### src/rtl/odesa_train_seq.sv
// ---------------------------------------------------------------------------
// odesa_train_seq
//   Training sequencer. It walks the sample memory one word at a time, replays
//   each word's four spike times as single-cycle pulses inside a PLAY window,
//   presents the decoded class label alongside the pulses, and inserts an
//   inter-pattern GAP after each sample. The whole sample set is repeated for
//   p_epochs epochs. After the last epoch it parks in DONE with
//   o_end_of_epochs held high.
//
// Ports
//   i_clk           rising-edge clock
//   i_rst_n         asynchronous active-low reset
//   i_start         start pulse, honoured in IDLE and DONE only
//   i_abort         abort pulse, honoured in every state, wins over i_start
//   o_rd_addr       sample-memory address, valid during FETCH
//   i_rd_data       sample word {T4,T3,T2,T1,label_code}, valid one cycle
//                   after o_rd_addr
//   o_event[3:0]    spike pulses (channel k on bit k-1)
//   o_label[2:0]    one-hot class label, driven during PLAY only
//   o_learn_en      learning enable, driven during PLAY only
//   o_end_of_epochs sticky completion flag
//   o_busy          high in FETCH, LOAD, PLAY and GAP
//   o_epoch_cnt     number of completed epochs
//   o_sample_idx    index of the sample being processed
// ---------------------------------------------------------------------------
module odesa_train_seq #(
  parameter int unsigned p_width         = 9,
  parameter int unsigned p_sample_num    = 75,
  parameter int unsigned p_sample_len    = 80,
  parameter int unsigned p_pattern_delay = 5000,
  parameter int unsigned p_epochs        = 350
) (
  input  logic                   i_clk,
  input  logic                   i_rst_n,
  input  logic                   i_start,
  input  logic                   i_abort,
  output logic [6:0]             o_rd_addr,
  input  logic [4*p_width+1:0]   i_rd_data,
  output logic [3:0]             o_event,
  output logic [2:0]             o_label,
  output logic                   o_learn_en,
  output logic                   o_end_of_epochs,
  output logic                   o_busy,
  output logic [8:0]             o_epoch_cnt,
  output logic [6:0]             o_sample_idx
);

  typedef enum logic [2:0] {
    IDLE,
    FETCH,
    LOAD,
    PLAY,
    GAP,
    DONE
  } state_t;

  localparam int unsigned LAST_T_I   = p_sample_len - 1;
  localparam int unsigned LAST_IDX_I = p_sample_num - 1;
  localparam int unsigned LAST_GAP_I = p_pattern_delay - 1;
  localparam int unsigned EPOCHS_I   = p_epochs;

  localparam logic [p_width-1:0] LAST_T   = LAST_T_I[p_width-1:0];
  localparam logic [6:0]         LAST_IDX = LAST_IDX_I[6:0];
  localparam logic [12:0]        LAST_GAP = LAST_GAP_I[12:0];
  localparam logic [8:0]         EPOCHS   = EPOCHS_I[8:0];

  // Internal state
  state_t                 state, state_n;
  logic [p_width-1:0]     t, t_n;
  logic [12:0]            gap, gap_n;
  logic [4*p_width+1:0]   word, word_n;
  logic                   armed;

  // Next values of the registered outputs
  logic [6:0]             idx_n;
  logic [8:0]             ep_n;
  logic                   eod_n;
  logic [6:0]             rd_addr_n;
  logic [3:0]             event_n;
  logic [2:0]             label_n;
  logic                   learn_n;
  logic                   busy_n;
  logic                   play_n;
  logic [8:0]             ep_inc;

  assign ep_inc = o_epoch_cnt + 9'd1;

  always_ff @(posedge i_clk or negedge i_rst_n) begin
    if (!i_rst_n) begin
      state           <= IDLE;
      t               <= '0;
      gap             <= '0;
      word            <= '0;
      armed           <= 1'b0;
      o_rd_addr       <= '0;
      o_event         <= '0;
      o_label         <= '0;
      o_learn_en      <= 1'b0;
      o_end_of_epochs <= 1'b0;
      o_busy          <= 1'b0;
      o_epoch_cnt     <= '0;
      o_sample_idx    <= '0;
    end else begin
      state           <= state_n;
      t               <= t_n;
      gap             <= gap_n;
      word            <= word_n;
      armed           <= 1'b1;
      o_rd_addr       <= rd_addr_n;
      o_event         <= event_n;
      o_label         <= label_n;
      o_learn_en      <= learn_n;
      o_end_of_epochs <= eod_n;
      o_busy          <= busy_n;
      o_epoch_cnt     <= ep_n;
      o_sample_idx    <= idx_n;
    end
  end

  // Outputs are registered from the next-state values so that every output
  // lines up with the state it belongs to. In LOAD the memory word is taken
  // straight from i_rd_data so the t=0 pulses are ready on PLAY entry.
  always_comb begin
    state_n = state;
    t_n     = t;
    gap_n   = gap;
    word_n  = word;
    idx_n   = o_sample_idx;
    ep_n    = o_epoch_cnt;
    eod_n   = o_end_of_epochs;

    case (state)
      IDLE: begin
        // armed stays low for the first edge after reset release
        if (i_start && armed) begin
          state_n = FETCH;
        end
      end
      FETCH: begin
        state_n = LOAD;
      end
      LOAD: begin
        word_n  = i_rd_data;
        t_n     = '0;
        state_n = PLAY;
      end
      PLAY: begin
        if (t == LAST_T) begin
          gap_n   = '0;
          state_n = GAP;
        end else begin
          t_n = t + 1'b1;
        end
      end
      GAP: begin
        if (gap == LAST_GAP) begin
          if (o_sample_idx < LAST_IDX) begin
            idx_n   = o_sample_idx + 7'd1;
            state_n = FETCH;
          end else begin
            idx_n = '0;
            ep_n  = ep_inc;
            if (ep_inc == EPOCHS) begin
              eod_n   = 1'b1;
              state_n = DONE;
            end else begin
              state_n = FETCH;
            end
          end
        end else begin
          gap_n = gap + 13'd1;
        end
      end
      DONE: begin
        if (i_start) begin
          eod_n   = 1'b0;
          idx_n   = '0;
          ep_n    = '0;
          state_n = FETCH;
        end
      end
      default: begin
        state_n = IDLE;
      end
    endcase

    if (i_abort) begin
      state_n = IDLE;
      t_n     = '0;
      gap_n   = '0;
      word_n  = '0;
      idx_n   = '0;
      ep_n    = '0;
      eod_n   = 1'b0;
    end

    play_n    = (state_n == PLAY);
    busy_n    = (state_n == FETCH) || (state_n == LOAD) ||
                (state_n == PLAY)  || (state_n == GAP);
    rd_addr_n = (state_n == FETCH) ? idx_n : '0;

    // t never reaches p_sample_len, so late spike times never fire
    event_n = '0;
    for (int unsigned k = 0; k < 4; k++) begin
      event_n[k] = play_n && (t_n == word_n[2 + k*p_width +: p_width]);
    end

    label_n = '0;
    learn_n = 1'b0;
    if (play_n) begin
      case (word_n[1:0])
        2'b00:   label_n = 3'b001;
        2'b01:   label_n = 3'b010;
        2'b10:   label_n = 3'b100;
        default: label_n = 3'b000;
      endcase
      learn_n = (word_n[1:0] != 2'b11);
    end
  end

endmodule

### config.mk
export PLATFORM = sky130hd
export DESIGN_NAME = odesa_train_seq
export DESIGN_NICKNAME = d
export VERILOG_FILES = /design/src/rtl/odesa_train_seq.sv
export SDC_FILE = /design/constraint.sdc
export NUM_CORES = 1
export LEC_CHECK = 0
export BUFFER_PORTS_ARGS = -buffer_cell sky130_fd_sc_hd__buf_2
export CAP_MARGIN = 0
export CORE_MARGIN = 10
export CORE_UTILIZATION = 36
export CTS_CLUSTER_DIAMETER = 150
export CTS_CLUSTER_SIZE = 40
export DETAILED_ROUTE_END_ITERATION = 6
export MAX_ROUTING_LAYER = met4
export PLACE_DENSITY = 0.58
export SETUP_SLACK_MARGIN = 0.2
export SYNTH_ARGS = -nofsm -noshare
export SYNTH_HDL_FRONTEND = slang
export SYNTH_SLANG_ARGS = --single-unit
### constraint.sdc
create_clock -name i_clk -period 4.4 [get_ports i_clk]
set_input_delay 0.44 -clock i_clk [delete_from_list [all_inputs] [get_ports i_clk]]
set_output_delay 0.44 -clock i_clk [all_outputs]
set_load 0.03 [all_outputs]
[Yosys cells after proc, flatten, opt, wreduce, memory -nomap -nowiden]
Cells that the tools add are included.
Storage, ports and cells
  register bits after elaboration: 97
  bits of input ports: 42
  output and inout port bits: 33
  word-level logic and storage cells: 95
Operators by class
  add/sub/neg operators: 4
  $lt $le $gt $ge: 1
  equality and inequality tests: 25
  muxes and demuxes: 37
  reductions and logical operators: 15
Operators by type and width (number)
  38-bit 2-to-1 mux: 2
  9-bit 2-to-1 mux: 6
  13-bit 2-to-1 mux: 3
  9-bit == test: 4
  9-bit one-hot mux with 2 select lines: 2
  7-bit 2-to-1 mux: 5
  13-bit one-hot mux with 2 select lines: 1
  3-bit 2-to-1 mux: 8
  9-bit by 1-bit adder with 9-bit output, second input constant: 2
  3-bit != test, second input constant: 6
  3-bit one-hot mux with 6 select lines: 1
  7-bit one-hot mux with 2 select lines: 1
  13-bit by 1-bit adder with 13-bit output, second input constant: 1
  13-bit == test, second input constant: 1
  3-bit by 2-bit == test with 1-bit output, second input constant: 4
  3-bit == test, second input constant: 3
  9-bit by 7-bit == test with 1-bit output, second input constant: 1
  9-bit == test, second input constant: 1
  3-bit one-hot mux with 3 select lines: 1
  7-bit by 1-bit adder with 7-bit output, second input constant: 1
  7-bit < comparator, second input constant: 1
  3-bit by 1-bit == test with 1-bit output, second input constant: 2
  1-bit 2-to-1 mux: 6
  3-bit nonzero test: 2
  11 further kinds: 17

[Longest topological paths before layout]
Gate-level depths: netlist (run 1).
  depth after elaboration: 11
  gate-level depth with buffers: 10
  mapped depth without buffers: 9

[Worst setup path before layout (run 1)]
OpenSTA, ideal clock, no wires.
  path kind: register to register
  from: register t[5]
  to: register o_event[1]
  setup time: 0.080 ns
  data arrival time: 2.344 ns
  required time: 4.320 ns
  slack: 1.975 ns
  stages on the path, launching flop included: 8
  path buffers: 1
  clock period less this slack: 2.425 ns
  cells stage by stage: dfrtp_1 -> buf_6 -> nor4_2 -> nand2_1 -> a211oi_2 -> mux2_2 -> a2111o_1 -> nor3_2
On the way
  cells in the longest elaborated chain, start to end: 6
  elaborated cells between the ends (all ways): 11
  classes of those cells: add/sub (1); eq/ne (3); mux (6); reduce/logical (1)
RTL lines
  start: declaration: line 69  | logic [p_width-1:0] t, t_n;
  start signal: assignment: line 105  | t <= t_n;
  9-bit by 7-bit == test with 1-bit output: line 148  | if (t == LAST_T) begin
  9-bit 2-to-1 mux: line 148
  9-bit one-hot mux with 2 select lines: line 132  | case (state)
  9-bit 2-to-1 mux: line 187  | if (i_abort) begin
  net t_n[3]: line 69
  9-bit == test: line 205  | event_n[k] = play_n && (t_n == word_n[2 + k*p_width +: p_width]);
  1-bit logical AND: line 205
  net event_n[1]: line 79  | logic [3:0] event_n;
  end signal: assignment: line 110  | o_event <= event_n;
  end: declaration: line 39  | output logic [3:0] o_event,
The timed path passes the listed nets, and every way through them passes these cells.
A chain may end at the register's enable or synchronous reset.

[Worst setup path in the final report (run 1)]
  from: register state[0]
  to: register o_event[1]
On the way
  cells in the longest elaborated chain, start to end: 5
  elaborated cells between the ends (all ways): 19
  classes of those cells: eq/ne (7); mux (10); reduce/logical (2)
RTL lines
  start: declaration: line 68  | state_t state, state_n;
  start signal: assignment: line 104  | state <= state_n;
  3-bit by 2-bit == test with 1-bit output: line 132
  9-bit one-hot mux with 2 select lines *: line 132
  9-bit 2-to-1 mux *: line 187
  net t_n[3]: line 69
  9-bit == test *: line 205
  1-bit logical AND *: line 205
  net event_n[1]: line 79
Mark *: on every way through the listed nets, which the timed path passes. The rest lies on a longest branch.

==> results of run 1 <==
worst register-to-register path, cell delays in order (launching register included):
cell and delay [ps]:
dfrtp_1 730, or3b_1 240, buf_4 390, nand2_2 250, a211oi_2 520, mux2_2 400, a2111o_1 390, nor3_2 180
how the worst max path moves through the flow:
stage / startpoint / endpoint / slack [ps]
global placement: state[0] / o_event[1] / 1310
CTS: state[0] / o_event[1] / 1210
finish: state[0] / o_event[1] / 1230
detailed placement: state[0] / o_event[1] / 1240
global route: state[0] / o_event[1] / 1020
floorplan: t[5] / o_event[1] / 1980
cell families after synthesis:
| group | synth area share (%) |
|---|---|
| compound gates | 19.1 |
| xor+xnor | 3.30 |
| fa+ha+maj | 1.18 |
| buf+inv | 4.20 |
| flops | 45.7 |
| mux | 2.83 |
| other cells | 0.0707 |
| simple gates | 23.6 |
sequential cells by signal, summed over array words and instances (netlist names), 3 cells and up:
name and cells:
o_label 3, o_event 4, o_epoch_cnt 9, t 9, o_rd_addr 7, o_sample_idx 7
state 3, gap 13, word 38
power by group:
part | switching, mW | internal (mW) | leakage [nW]
clock network | 0.351 | 0.475 | 0.156
registers | 0.0164 | 0.915 | 1.34
logic | 0.125 | 0.0616 | 1.16
per-stage QoR:
step                setup WS [ps]  hold WS (ps)  util (%)  instance area [µm²]
global placement             1310           501      40.1                 5800
detailed placement           1240           513      40.1                 5800
floorplan                    1980           144         -                 5310
CTS                          1210           182      42.2                 6120
finish                       1230           145      42.3                 6120
global route                 1020           213      42.3                 6120
cell type report:
class                           instances  share of cell area [%]
Antenna cell                            1                  0.0409
Clock buffer                           11                    4.13
Clock inverter                          5                    1.00
Inverter                               19                    1.17
Multi-Input combinational cell        439                    43.5
Sequential cell                        97                    39.7
Tap cell                              184                    3.76
Timing Repair Buffer                   79                    6.71
routing by layer:
layer	global-route usage (%)	up-vias
li1	-	2229
met1	18.8	2213
met2	22.6	139
met3	4.81	15
met4	4.03	0
met5	-	-
Yosys cell counts, types with 5 or more instances:
cell      instances  area [µm²]
a21oi_1          44         220
a31oi_1           6        37.5
and2_1            9        56.3
and3_1           10        62.6
buf_2            10        50.1
clkbuf_1         10        37.5
dfrtp_1          97        2430
ha_1              5        62.6
inv_1            16        60.1
mux2i_1          10         100
nand2_1          96         360
nand2b_1          6        37.5
nand3_1          17        85.1
nand4_1          14        87.6
nor2_1           38         143
nor3_1           11        55.1
o211ai_1          7        52.6
o21ai_0          38         190
o21ai_1          10        50.1
o31ai_1           5        37.5
or3_1             5        31.3
xnor2_1           9        78.8
xor2_1           11        96.3
==> results.md, run 1 <==
* Synthesized cell area at 5310 µm²
* Highest metal used: met4
* Share of cells above drive strength 1 at 18.2%
* Initial antenna violation count at 1
* DR WL/cell at 17.5 µm
* Reg2reg setup slack at 1230 ps
* Io pins at 75
* Highest Clock Rate at 315 MHz
* Worst Setup End Kind: flip-flop
* CP Class: reg2reg
* Final TNS setup at 0 ps
* Die width at 141 µm
* WL met1 at 6610 µm
* Grt ovf at 0
* GR Util All Layers at 14.9%
* H-tree levels at 3
* Met2 WL at 6830 µm
* Non-Filler Instances at 835
* Gpl congestion at 0.867
* Floorplan core area at 14500 µm²
* Routed vias at 4596
* Mapped Nets at 631
* Drt pass-1 iters at 4
* Final Hold Fails at 0
* IO Port Bufs at 74
* Power per cell area at 318 nW/µm²
* #FFs+latches synth at 97
* Ys async rst share at 100%
* Max Slew Vio Count at 0
* Most frequent cells in the layout: dfrtp_1, nand2_1, buf_2
* Fin crit share at 72.2%
* Critical path required time at 4670 ps
* Status: finished clean
* WP depth at 7
* Root Driver: clkbuf_16
* Register Area at 2430 µm²
* HP Class: in2async
* Max-Cap Viols at 0
* Placed insts at 818
* 1st-iter DRT viols at 355
* # DRC at 0
* Largest net degree at the start of global routing at 62
* Startpoint Class: flip-flop
* Worst-Skew Late Latency at 350 ps
* Clk sinks at 97
* Critical Path AT at 3450 ps
* Pwr Total at 1.94 mW
* CTS tree: yes
* Hold Buf Count CTS at 0
* Yosys cell types at 78
* P&R area growth vs syn at 15.3%
* Yosys warns at 0
* Commonest non-fill, non-tap cell in the layout: dfrtp_1
* Worst reg2reg startpoint: state[0]
* Crit-path leading delay family: compound AO/OA/AOI/OAI gates
* # resized after CTS at 0
* Clock slew at reported path FFs at 70 ps
* Total wire length at 14600 µm
* Tightest Pin Transition at 779 ps
* Critical path's slowest cell: dfrtp_1
* Critical path fanouts, max at 38
* First-pass GRT wire length at 23700 µm
* Slew Limit Headroom at 48.1%
* Worst Reg2Reg Path Length in Cells at 7
* Die Y-Extent at 141 µm
* Register area share after synthesis at 45.7%
* Initial core utilization at 36.6%
* RSZ-0062 raised after global routing: no
* Vias in the first global route at 4354
* Num CTS Buffers at 9
* Maximum clock path buffer count at 2
* CP cell instances: or3b_1 > buf_4 > nand2_2 > a211oi_2 > mux2_2 > a2111o_1 > nor3_2
* Minimum clock period at 3170 ps
* NumNets Final at 692
* Final Setup Violations at 0
* Clock Skew at 4.38 ps
* Multi-input gate area at 2660 µm²
* FF-to-FF End: o_event[1]
* Die footprint at 20000 µm²
* Post-synth EDFFs at 0
* Mean post-synth cell area at 9.09 µm²
* Final HPWL DP at 10400 µm
* Fill count at 1432
* CP peak stage delay at 730 ps
* Vias per cell at 5.50
* FP Rows at 44
* Setup bufs post-CTS at 0
* Cells after Synth at 584
* CP bufs+invs at 1
* VDD IR-drop max at 0.313 mV
* Leakage at 2.66 nW
* Met3 wire length at 954 µm
* Routed Antenna Nets at 0
* Top_reg_cell synth: dfrtp_1
Power figures use the tool's default switching activity.
==> inputs of run 2 (changes only) <==
- ABC_AREA: unset -> 1
- PLACE_DENSITY: 0.58 -> 0.6
- clock period: 4.4 -> 2.7 ns (I/O delays scaled with it)
==> run 2 against run 1 <==
- sequential share of layout area shrank 2.2 points
- sequential power grew 65%
- combinational power grew 150%
- synthesized cell count grew 31%
- register-to-register slack lost 710 ps
- critical path depth grew 3
- largest power group unchanged
==> results.md, run 2 <==
* Ys async rst share at 100%
* #FFs+latches synth at 97
* Diodes inserted at 0
* FP Rows at 45
* # DRC at 0
* Post-synth EDFFs at 0
* Mean post-synth cell area at 7.30 µm²
* H-tree levels at 3
* Met2 WL at 7390 µm
* Worst-Skew Late Latency at 360 ps
* Final HPWL DP at 11000 µm
* Routed vias at 4981
* Reg2reg setup slack at 510 ps
* Crit-path leading delay family: simple AND/OR/NAND/NOR gates
* Sequential Power Share at 45.9%
* FF-to-FF End: o_event[1]
* HP Class: in2reg
* Maximum clock path buffer count at 2
* Commonest non-fill, non-tap cell in the layout: nand2_1
* Fin crit share at 81.1%
* NumNets Final at 888
* Drt pass-1 iters at 4
* GR Util All Layers at 15.2%
* WL met1 at 6750 µm
* Cells after Synth at 766
* Main area contributors after synthesis: dfrtp_1, nand2_1, nor2_1, inv_1, nand3_1
* Dominant cell type by area after synthesis: dfrtp_1
* IO Port Bufs at 74
* Most frequent cells in the layout: nand2_1, nor2_1, inv_1
* Largest net degree at the start of global routing at 52
* P&R area growth vs syn at 16.0%
* Crit path top cell by count: nand2_1
* Critical Path AT at 2470 ps
* Met3 wire length at 472 µm
* Worst setup margin at 511 ps
* Placed Area at 6150 µm²
* DR WL/cell at 14.3 µm
* Sw Ratio at 26.6%
* Highest Clock Rate at 457 MHz
* CP bufs+invs at 2
* Top_reg_cell synth: dfrtp_1
* Io pins at 75
* Die footprint at 20900 µm²
* Clock Skew at 6.35 ps
* Worst reg2reg startpoint: state[0]
* Yosys cell types at 41
* Tightest Pin Transition at 644 ps
* Highest metal used: met4
* Critical path required time at 2990 ps
* Post-synth top cells: nand2_1, nor2_1, inv_1
* Leakage at 3.52 nW
* Synthesized cell area at 5590 µm²
* Vias per cell at 4.82
* CTS tree: yes
* Die Y-Extent at 145 µm
* Psw at 0.890 mW
* Routed Antenna Nets at 0
* Non-Filler Cell Area, Final at 6490 µm²
* Gpl congestion at 0.934
* First-pass GRT wire length at 24800 µm
* Multi-input gate area at 2620 µm²
* Largest regs: word x38, gap x13
* Floorplan core area at 15200 µm²
* Clk sinks at 97
* Num CTS Buffers at 9
* Vias in the first global route at 5013
* Register area share after synthesis at 43.4%
* Top-area cell type share of the netlist area at 43.4%
* Slew Limit Headroom at 57.1%
* Clock power share at 40.4%
* Hold path depth at 3
* Worst Reg2Reg Path Length in Cells at 10
* 1st-iter DRT viols at 382
* Register Area at 2430 µm²
* Max Slew Vio Count at 0
* CP Class: reg2reg
* Final Hold Fails at 0
* Root Driver: clkbuf_16
* VDD IR-drop max at 0.380 mV
* Mapped Nets at 813
* Internal at 2.45 mW
* CP peak stage delay at 530 ps
* Count leader, synth: nand2_1
* Critical path's slowest cell: dfrtp_1
* Fill count at 1615
* Clock slew at reported path FFs at 70 ps
* Critical path fanouts, max at 43
* Worst Setup End Kind: flip-flop
* Share of cells above drive strength 1 at 18.0%
* Yosys warns at 0
* Startpoint Class: flip-flop
* Minimum clock period at 2190 ps
* Total wire length at 14700 µm
* Initial antenna violation count at 0
* Largest Register: word
* Worst Hold Path EP: word[12]
* Final TNS setup at 0 ps
* Max FFs per register at 38
* Pwr Total at 3.34 mW
* Grt ovf at 0
* Final Setup Violations at 0
* Comb power frac at 13.7%
* CP cell instances: inv_2 > nand2_8 > nand2_1 > inv_2 > nand3_2 > nand2_1 > nand2_1 > nor2_1 > nand3_1 > nor2_1
* Status: finished clean
* RSZ-0062 raised after global routing: no
* Die width at 145 µm
* Max-Cap Viols at 0
* Initial core utilization at 36.8%
* Place WS at 319 ps
* Power per cell area at 515 nW/µm²
* Worst Min Path Start: i_rd_data[12]
## run 2: cell count changes after synthesis, sizes merged, moves of 9 or more
cell,previous run,this run
a21oi,44,16
and2,9,0
and3,10,0
inv,17,116
mux2i,12,1
nand2,97,196
nand3,17,67
nand4,14,25
nor2,39,135
or2,1,10
## run 2: power groups by stage
stage	registers [mW]	logic [mW]	clock network, mW
4_1_cts	1.54	0.462	1.38
5_1_grt	1.54	0.522	1.44
3_3_place_gp	1.56	0.453	0
2_1_floorplan	1.57	0.293	0
6_report	1.54	0.457	1.35
3_5_place_dp	1.56	0.458	0
## run 2: cells by family after synthesis
group | share of synthesized area (%)
AOI/OAI and AO/OA | 7.16
xor gates and xnor gates | 1.72
adders and majority gates | 1.12
buffers and inverters | 9.89
DFF | 43.4
muxes | 0.179
other | 0.0670
and+or+nand+nor | 36.5
## run 2: per-stage QoR
| stage | utilization [%] | std cells | hold WS (ps) |
|---|---|---|---|
| after floorplan | - | 766 | -25.6 |
| after CTS | 42.6 | 1033 | 210 |
| final | 42.7 | 1034 | 213 |
| after global placement | 40.5 | 1016 | 343 |
| after global routing | 42.7 | 1034 | 230 |
| after detailed placement | 40.5 | 1016 | 343 |
## run 2: layout make-up
class                      count  area share, %
tap                          188           3.63
sequential                    97           37.4
clock buffer                  14           4.22
multi-input combinational    537           40.4
clock inverter                 2          0.540
inverter                     116           6.71
timing repair buffer          80           7.06
## run 2: repair_timing
item | CTS | global route
hold endpoints to repair | 46 | 0
hold buffers | 1 | 0
setup buffers | 0 | 1
gates resized for setup | 0 | 1
endpoints found under the setup margin | 0 | 4
## run 2: how the worst max path moves through the flow
stage / startpoint / end / slack [ps] / cells past startpoint
2_1_floorplan: o_epoch_cnt[0] / o_busy / 770 / 11
3_3_place_gp: state[1] / o_event[1] / 370 / 12
3_5_place_dp: state[1] / o_event[1] / 320 / 12
4_1_cts: state[1] / o_event[1] / 280 / 12
5_1_grt: t[1] / o_event[1] / 310 / 11
6_report: state[0] / o_event[1] / 510 / 10
## run 2: per-layer routing
metal,global-route usage (%),vias to the layer above
li1,-,2562
met1,18.5,2334
met2,25.4,76
met3,2.95,9
met4,3.83,0
met5,-,-
## run 2: worst register-to-register path, stage by stage, from the launching register on
cell and delay, ps:
dfrtp_1 530, inv_2 140, nand2_8 280, nand2_1 110
inv_2 260, nand3_2 180, nand2_1 130, nand2_1 60
nor2_1 200, nand3_1 110, nor2_1 120
